==> config.mk <==
export PLATFORM = sky130hd
export DESIGN_NAME = multicycle_controller
export DESIGN_NICKNAME = d
export VERILOG_FILES = /design/src/rtl/ctrl_pkg.sv /design/src/rtl/cond_unit.sv /design/src/rtl/multicycle_controller.sv
export SDC_FILE = /design/constraint.sdc
export NUM_CORES = 1
export LEC_CHECK = 0
export BUFFER_PORTS_ARGS = -buffer_cell sky130_fd_sc_hd__buf_2
export CAP_MARGIN = 40
export CORE_MARGIN = 3
export CORE_UTILIZATION = 44
export DETAILED_ROUTE_END_ITERATION = 7
export HOLD_SLACK_MARGIN = 0.12
export PLACE_DENSITY = 0.83
export SLEW_MARGIN = 25
export SYNTH_ARGS = -nofsm -noshare
export SYNTH_HDL_FRONTEND = slang
export SYNTH_SLANG_ARGS = --single-unit
==> constraint.sdc <==
create_clock -name clk -period 1.9 [get_ports clk]
set_clock_uncertainty 0.15 [all_clocks]
set_input_delay 0 -clock clk [delete_from_list [all_inputs] [get_ports clk]]
set_output_delay 0 -clock clk [all_outputs]
set_load 0.005 [all_outputs]
==> src/rtl/ctrl_pkg.sv <==
// Shared types and encodings for the multicycle ARM controller: FSM states,
// ALUControl codes, condition codes and datapath mux selects.
package ctrl_pkg;

  typedef enum logic [3:0] {
    S_FETCH    = 4'd0,
    S_DECODE   = 4'd1,
    S_MEMADR   = 4'd2,
    S_MEMRD    = 4'd3,
    S_MEMWB    = 4'd4,
    S_MEMWR    = 4'd5,
    S_EXECUTER = 4'd6,
    S_EXECUTEI = 4'd7,
    S_ALUWB    = 4'd8,
    S_BRANCH   = 4'd9
  } state_t;

  localparam logic [2:0] ALU_ADD = 3'b000;
  localparam logic [2:0] ALU_SUB = 3'b001;
  localparam logic [2:0] ALU_AND = 3'b010;
  localparam logic [2:0] ALU_ORR = 3'b011;
  localparam logic [2:0] ALU_EOR = 3'b100;
  localparam logic [2:0] ALU_MOV = 3'b101;

  localparam logic [3:0] COND_EQ = 4'b0000;
  localparam logic [3:0] COND_NE = 4'b0001;
  localparam logic [3:0] COND_CS = 4'b0010;
  localparam logic [3:0] COND_CC = 4'b0011;
  localparam logic [3:0] COND_MI = 4'b0100;
  localparam logic [3:0] COND_PL = 4'b0101;
  localparam logic [3:0] COND_VS = 4'b0110;
  localparam logic [3:0] COND_VC = 4'b0111;
  localparam logic [3:0] COND_HI = 4'b1000;
  localparam logic [3:0] COND_LS = 4'b1001;
  localparam logic [3:0] COND_GE = 4'b1010;
  localparam logic [3:0] COND_LT = 4'b1011;
  localparam logic [3:0] COND_GT = 4'b1100;
  localparam logic [3:0] COND_LE = 4'b1101;
  localparam logic [3:0] COND_AL = 4'b1110;

  localparam logic [1:0] RES_ALUOUT    = 2'b00;
  localparam logic [1:0] RES_DATA      = 2'b01;
  localparam logic [1:0] RES_ALURESULT = 2'b10;
  localparam logic [1:0] RES_PC        = 2'b11;

  localparam logic [1:0] SRCB_REG  = 2'b00;
  localparam logic [1:0] SRCB_IMM  = 2'b01;
  localparam logic [1:0] SRCB_FOUR = 2'b10;

  // Data-processing cmd field (Funct[4:1]) to ALU operation; CMP shares SUB.
  function automatic logic [2:0] dp_alu_op(input logic [3:0] cmd);
    case (cmd)
      4'b0100: dp_alu_op = ALU_ADD;
      4'b0010: dp_alu_op = ALU_SUB;
      4'b1010: dp_alu_op = ALU_SUB;
      4'b0000: dp_alu_op = ALU_AND;
      4'b1100: dp_alu_op = ALU_ORR;
      4'b0001: dp_alu_op = ALU_EOR;
      4'b1101: dp_alu_op = ALU_MOV;
      default: dp_alu_op = ALU_ADD;
    endcase
  endfunction

endpackage

==> src/rtl/cond_unit.sv <==
// NZCV flag register with separate NZ/CV write enables, condition evaluation
// against the registered flags, and the per-instruction CondEx latch.
module cond_unit
  import ctrl_pkg::*;
#(
  parameter logic [3:0] RESET_FLAGS = 4'b0000
) (
  input  logic       clk,
  input  logic       rst,
  input  logic [3:0] i_cond,
  input  logic [3:0] i_alu_flags,
  input  logic       i_we_nz,
  input  logic       i_we_cv,
  input  logic       i_latch,
  output logic       o_condex_q
);

  logic [3:0] r_flags;
  logic       r_condex;
  logic       w_condex;

  function automatic logic cond_eval(input logic [3:0] c, input logic [3:0] f);
    logic n, z, cy, v;
    {n, z, cy, v} = f;
    case (c)
      COND_EQ: cond_eval = z;
      COND_NE: cond_eval = ~z;
      COND_CS: cond_eval = cy;
      COND_CC: cond_eval = ~cy;
      COND_MI: cond_eval = n;
      COND_PL: cond_eval = ~n;
      COND_VS: cond_eval = v;
      COND_VC: cond_eval = ~v;
      COND_HI: cond_eval = cy & ~z;
      COND_LS: cond_eval = ~cy | z;
      COND_GE: cond_eval = (n == v);
      COND_LT: cond_eval = (n != v);
      COND_GT: cond_eval = ~z & (n == v);
      COND_LE: cond_eval = z | (n != v);
      COND_AL: cond_eval = 1'b1;
      default: cond_eval = 1'b0;
    endcase
  endfunction

  assign w_condex = cond_eval(i_cond, r_flags);

  always_ff @(posedge clk or posedge rst) begin
    if (rst) begin
      r_flags <= RESET_FLAGS;
    end else begin
      if (i_we_nz) r_flags[3:2] <= i_alu_flags[3:2];
      if (i_we_cv) r_flags[1:0] <= i_alu_flags[1:0];
    end
  end

  always_ff @(posedge clk or posedge rst) begin
    if (rst) begin
      r_condex <= 1'b0;
    end else if (i_latch) begin
      r_condex <= w_condex;
    end
  end

  assign o_condex_q = r_condex;

endmodule

==> src/rtl/multicycle_controller.sv <==
// Multicycle ARM controller: Moore FSM plus instruction decode driving the
// shared-memory datapath. Define CTRL_BL_EN to enable the BL link write.
module multicycle_controller
  import ctrl_pkg::*;
#(
  parameter int         ALUCTRL_W   = 3,
  parameter logic [3:0] RESET_FLAGS = 4'b0000
) (
  input  logic                 clk,
  input  logic                 rst,
  input  logic [3:0]           Cond,
  input  logic [1:0]           Op,
  input  logic [5:0]           Funct,
  input  logic [3:0]           Rd,
  input  logic [3:0]           ALUFlags,
  output logic                 PCWrite,
  output logic                 IRWrite,
  output logic                 RegWrite,
  output logic                 MemWrite,
  output logic                 AdrSrc,
  output logic                 ALUSrcA,
  output logic [1:0]           ALUSrcB,
  output logic [1:0]           ResultSrc,
  output logic [1:0]           ImmSrc,
  output logic [1:0]           RegSrc,
  output logic [ALUCTRL_W-1:0] ALUControl,
  output logic                 LinkWrite,
  output logic [3:0]           State
);

  state_t     r_state;
  state_t     w_next;
  logic       w_condex_q;
  logic [2:0] w_dp_op;
  logic [2:0] w_alu;
  logic       w_pcw, w_irw, w_regw, w_memw, w_linkw, w_adr, w_srca;
  logic [1:0] w_srcb, w_res;
  logic       w_is_cmp, w_pc_dest, w_bl, w_flag_upd, w_we_cv;

`ifdef CTRL_BL_EN
  assign w_bl = Funct[4];
`else
  assign w_bl = 1'b0;
`endif

  assign w_dp_op   = dp_alu_op(Funct[4:1]);
  assign w_is_cmp  = (Funct[4:1] == 4'b1010);
  assign w_pc_dest = (Rd == 4'd15);

  // Flags only change at the end of an executing data-processing S instruction.
  assign w_flag_upd = ((r_state == S_EXECUTER) || (r_state == S_EXECUTEI))
                      && Funct[0] && (Op == 2'b00) && w_condex_q;
  assign w_we_cv    = w_flag_upd && ((w_dp_op == ALU_ADD) || (w_dp_op == ALU_SUB));

  cond_unit #(
    .RESET_FLAGS(RESET_FLAGS)
  ) u_cond (
    .clk        (clk),
    .rst        (rst),
    .i_cond     (Cond),
    .i_alu_flags(ALUFlags),
    .i_we_nz    (w_flag_upd),
    .i_we_cv    (w_we_cv),
    .i_latch    (r_state == S_DECODE),
    .o_condex_q (w_condex_q)
  );

  always_ff @(posedge clk or posedge rst) begin
    if (rst) r_state <= S_FETCH;
    else     r_state <= w_next;
  end

  always_comb begin
    w_next  = S_FETCH;
    w_pcw   = 1'b0;
    w_irw   = 1'b0;
    w_regw  = 1'b0;
    w_memw  = 1'b0;
    w_linkw = 1'b0;
    w_adr   = 1'b0;
    w_srca  = 1'b0;
    w_srcb  = SRCB_REG;
    w_res   = RES_ALUOUT;
    w_alu   = ALU_ADD;
    case (r_state)
      S_FETCH: begin
        w_irw  = 1'b1;
        w_pcw  = 1'b1;
        w_srca = 1'b1;
        w_srcb = SRCB_FOUR;
        w_res  = RES_ALURESULT;
        w_next = S_DECODE;
      end
      S_DECODE: begin
        w_srca = 1'b1;
        w_srcb = SRCB_FOUR;
        w_res  = RES_ALURESULT;
        case (Op)
          2'b01:   w_next = S_MEMADR;
          2'b00:   w_next = Funct[5] ? S_EXECUTEI : S_EXECUTER;
          2'b10:   w_next = S_BRANCH;
          default: w_next = S_FETCH;
        endcase
      end
      S_MEMADR: begin
        w_srcb = SRCB_IMM;
        w_alu  = Funct[3] ? ALU_ADD : ALU_SUB;
        w_next = Funct[0] ? S_MEMRD : S_MEMWR;
      end
      S_MEMRD: begin
        w_adr  = 1'b1;
        w_next = S_MEMWB;
      end
      S_MEMWB: begin
        w_res  = RES_DATA;
        w_regw = w_condex_q;
        w_pcw  = w_condex_q & w_pc_dest;
        w_next = S_FETCH;
      end
      S_MEMWR: begin
        w_adr  = 1'b1;
        w_memw = w_condex_q;
        w_next = S_FETCH;
      end
      S_EXECUTER, S_EXECUTEI: begin
        w_srcb = (r_state == S_EXECUTEI) ? SRCB_IMM : SRCB_REG;
        w_alu  = w_dp_op;
        w_next = S_ALUWB;
      end
      S_ALUWB: begin
        w_regw = w_condex_q & ~w_is_cmp;
        w_pcw  = w_condex_q & ~w_is_cmp & w_pc_dest;
        w_next = S_FETCH;
      end
      S_BRANCH: begin
        w_srcb  = SRCB_IMM;
        w_pcw   = w_condex_q;
        w_res   = w_bl ? RES_PC : RES_ALURESULT;
        w_regw  = w_bl & w_condex_q;
        w_linkw = w_bl & w_condex_q;
        w_next  = S_FETCH;
      end
      default: w_next = S_FETCH;
    endcase
  end

  // Write enables are held off while reset is asserted; selects show FETCH.
  assign PCWrite    = w_pcw   & ~rst;
  assign IRWrite    = w_irw   & ~rst;
  assign RegWrite   = w_regw  & ~rst;
  assign MemWrite   = w_memw  & ~rst;
  assign LinkWrite  = w_linkw & ~rst;
  assign AdrSrc     = w_adr;
  assign ALUSrcA    = w_srca;
  assign ALUSrcB    = w_srcb;
  assign ResultSrc  = w_res;
  assign ALUControl = ALUCTRL_W'(w_alu);
  assign ImmSrc     = Op;
  assign RegSrc     = {(Op == 2'b01), (Op == 2'b10)};
  assign State      = r_state;

endmodule

==> metrics.csv <==
stage,metric,value,unit
route,detailed-route via count,963,
floorplanning,Die Height,49.4,um
setup_path,critical path's largest stage delay,0.39,ns
sta,Final setup viols,0,
synthesis,Yosys warning total,0,
setup_path,"Slowest-stage cell, CP",dfrtp_1,
floorplanning,I/O pin total,44,
layout,Nets,184,
sta,fin crit period,1.75,ns
synthesis,Post-Syn Nets,123,
power_and_ir_drop,sw frac,43.0,%
layout,fraction of layout cells with a size suffix above 1,38.5,%
floorplanning,Die W,49.4,um
power_and_ir_drop,overall power,1260,uW
power_and_ir_drop,Pint,717,uW
floorplanning,core region area,1750,um^2
global_route,Total GRT Usage,21.4,%
clocking,clk sinks,9,
power_and_ir_drop,Power Density,1000,nW/um^2
synthesis,post-synth cell types,39,
sta,max-slew violations,0,
status,outcome,"finished, final reports clean",
clocking,clk buf depth,2,
synthesis,post-synthesis sequential area ratio,27.2,%
clocking,CTS tree,built,
setup_path,Reg-to-Reg End,u_cond.r_flags[0],
route,DRC violation count after routing,0,
layout,P&R area growth vs syn,51.4,%
layout,Antenna Cells,0,
sta,Max Fclk,571,MHz
route,final wirelength,2.47,mm
place,DPL Wire Length,1.74,mm
global_route,global-route wire length before repair,4.16,mm
setup_path,flop-to-flop setup slack,0.18,ns
clocking,root buf cell,clkbuf_4,
place,placed cells,165,
layout,final core utilization,71.8,%
setup_path,Critical Path AT,1.60,ns
floorplanning,Core Rows,15,
global_route,pin count of the biggest net entering global routing,11,
route,average vias per placed instance,5.18,
setup_path,worst setup path end,PCWrite,
setup_path,crit-path max FO,8,
clocking,cts bufs inserted,3,
sta,TNS Setup,0,ns
synthesis,top-area cell type share of the netlist area,27.2,%
route,Pre-Repair DR Iteration Count,4,
flow_run,max cap viols,0,
power_and_ir_drop,power share of the clock group,12.1,%
synthesis,largest area contributor in the netlist,dfrtp_1,
synthesis,mapped cell area,828,um^2
synthesis,Area contributors post-synth,"dfrtp_1 27%, xnor2_1 5.3%, o21ai_0 4.8%",
clocking,"CTS clk-pin slew, worst paths",0.07,ns
route,ANT nets after route,0,
sta,final hold vios,0,
power_and_ir_drop,Leakage,0.000645,uW
sta,hold slack,0.121,ns
place,port buffer count,42,
route,Iteration-0 DRC Markers,16,
place,routability cong.,0.876,
global_route,gr ovfl total,0,
setup_path,launch point of the worst reg-to-reg path,State[3],
clocking,CTS H-tree lvls,1,
clocking,postcts setup bufs,0,
power_and_ir_drop,Worst IR Drop VDD,0.869,mV
setup_path,CP Class,reg2out,
global_route,initial antenna violation count,0,
synthesis,"FF+latch count, synth",9,
layout,# fillers,135,
power_and_ir_drop,sequential share of power,28.1,%
route,WL per Instance,13.3,um
power_and_ir_drop,Switch Pwr,541,uW
setup_path,crit path from,State[2],
min_path,HP Class,in2out,
synthesis,Synth Area per Inst,8.20,um^2
synthesis,Mapped Cells,101,
setup_path,CP startpoint kind,register,
setup_path,Reg2Reg Depth,5,
layout,Finished Layout Cells,186,
floorplanning,Die Outline Area,2440,um^2
global_route,vias in the first global route,942,
power_and_ir_drop,power share of the combinational group,59.9,%
setup_path,Worst EP required,1.75,ns
floorplanning,Initial Util,47.5,%
setup_path,crit path cell chain,buf_4 -> a31o_2 -> a21oi_1 -> o21ai_0 -> a211oi_1 -> buf_2,
sta,period utilization,92.2,%
sta,RSZ-0062 raised after global routing,false,
clocking,"Clk Latency, worst-skew pair",0.26,ns
setup_path,Worst Setup End Kind,output port,
==> worst min-delay path by stage <==
stage	startpoint	endpoint	slack [ns]	cells after the start
6_report	Funct[2]	ALUControl[1]	0.12	3
3_3_place_gp	rst	u_cond.o_condex_q	-0.14	2
3_5_place_dp	rst	u_cond.o_condex_q	-0.13	2
5_1_grt	Funct[2]	ALUControl[1]	0.13	3
4_1_cts	Funct[2]	ALUControl[1]	0.12	3
2_1_floorplan	rst	State[0]	-0.32	1
==> worst max-delay path: cells and delay by family, from the launching register on <==
kind | cells | cell delay [ns]
buffers and inverters | 2 | 0.31
AOI/OAI and AO/OA | 4 | 0.63
DFF | 1 | 0.39
==> layout by cell type, fill, tap and decap left out, types with 2 or more instances in the layout <==
master / count
nand3_1: 7
inv_1: 4
mux2_2: 2
nor3_1: 4
and3_1: 3
nor4_1: 2
nor2b_1: 5
buf_4: 4
nand2b_1: 2
dfrtp_1: 9
xnor2_1: 5
o21ai_0: 8
buf_2: 42
dlygate4sd3_1: 17
a21boi_0: 2
mux2_4: 2
clkbuf_4: 3
xor2_1: 2
a21oi_1: 4
nor2_1: 6
nand2_1: 7
a211oi_1: 2
==> power groups by stage <==
stage          Combinational [uW]  Sequential (uW)  Clock, uW
2_1_floorplan                 440              328          0
3_3_place_gp                  692              350          0
3_5_place_dp                  705              354          0
4_1_cts                       741              349        152
5_1_grt                       833              363        158
6_report                      753              353        152
==> registers in the layout, summed over array words and instances, names as in the netlist <==
name and cells:
u_cond.o_condex_q 1, State 4, u_cond.r_flags 4
==> synthesized netlist by cell type <==
| cell | count |
|---|---|
| dfrtp_1 | 9 |
| o21ai_0 | 8 |
| nand2_1 | 7 |
| nand3_1 | 7 |
| nor2_1 | 7 |
| nor2b_1 | 5 |
| xnor2_1 | 5 |
| a21oi_1 | 4 |
| inv_1 | 4 |
| nor3_1 | 4 |
| and3_1 | 3 |
| buf_4 | 3 |
| a211oi_1 | 2 |
| a21boi_0 | 2 |
| clkbuf_1 | 2 |
| mux2_2 | 2 |
| mux2_4 | 2 |
| nand2b_1 | 2 |
| nor4_1 | 2 |
| xor2_1 | 2 |
| a22oi_1 | 1 |
| a2bb2oi_1 | 1 |
| a31o_2 | 1 |
| a31oi_1 | 1 |
| a41oi_1 | 1 |
| and2_4 | 1 |
| and2b_2 | 1 |
| and3_2 | 1 |
| and3b_1 | 1 |
| buf_2 | 1 |
| buf_6 | 1 |
| conb_1 | 1 |
| mux2i_1 | 1 |
| nand4_4 | 1 |
| nor2b_4 | 1 |
| nor3b_1 | 1 |
| o211ai_1 | 1 |
| o311ai_0 | 1 |
| or2_4 | 1 |
==> layer usage <==
layer  share of wire, %  GRT usage, %
met1                 42          25.8
met3                6.1          3.98
met4                  0          7.83
met5                  0             0
met2                 52          37.5
==> cell families (layout without fill, tap and decap cells) <==
| kind of cell | after synthesis | in the layout | synth area share, % |
|---|---|---|---|
| flops | 9 | 9 | 27.2 |
| other cells | 1 | 1 | 0.453 |
| buf+inv | 11 | 71 | 7.40 |
| xor+xnor | 7 | 7 | 7.40 |
| mux | 5 | 5 | 7.55 |
| compound gates | 23 | 23 | 17.7 |
| simple gates | 45 | 45 | 32.3 |
==> through the flow <==
stage	cell area (um^2)	setup WS, ns
2_1_floorplan	828	0.155
3_3_place_gp	1050	0.231
3_5_place_dp	1050	0.203
4_1_cts	1250	0.101
5_1_grt	1250	0.0415
6_report	1250	0.148
==> layout make-up <==
cell class	count	area, um^2	area share, %
Multi-Input combinational cell	81	544	43.4
Timing Repair Buffer	63	410	32.7
Sequential cell	9	225	18.0
Tap cell	25	31.3	2.50
Clock buffer	3	22.5	1.80
Inverter	4	15.0	1.20
Clock inverter	1	5.00	0.399
==> timing repair <==
| action | in CTS | in global routing |
|---|---|---|
| setup endpoints to repair | 0 | 1 |
| hold endpoints to repair | 22 | 0 |
| hold buffers | 17 | 0 |
| resized for setup | 0 | 1 |
(Power assumes the default switching activity.)
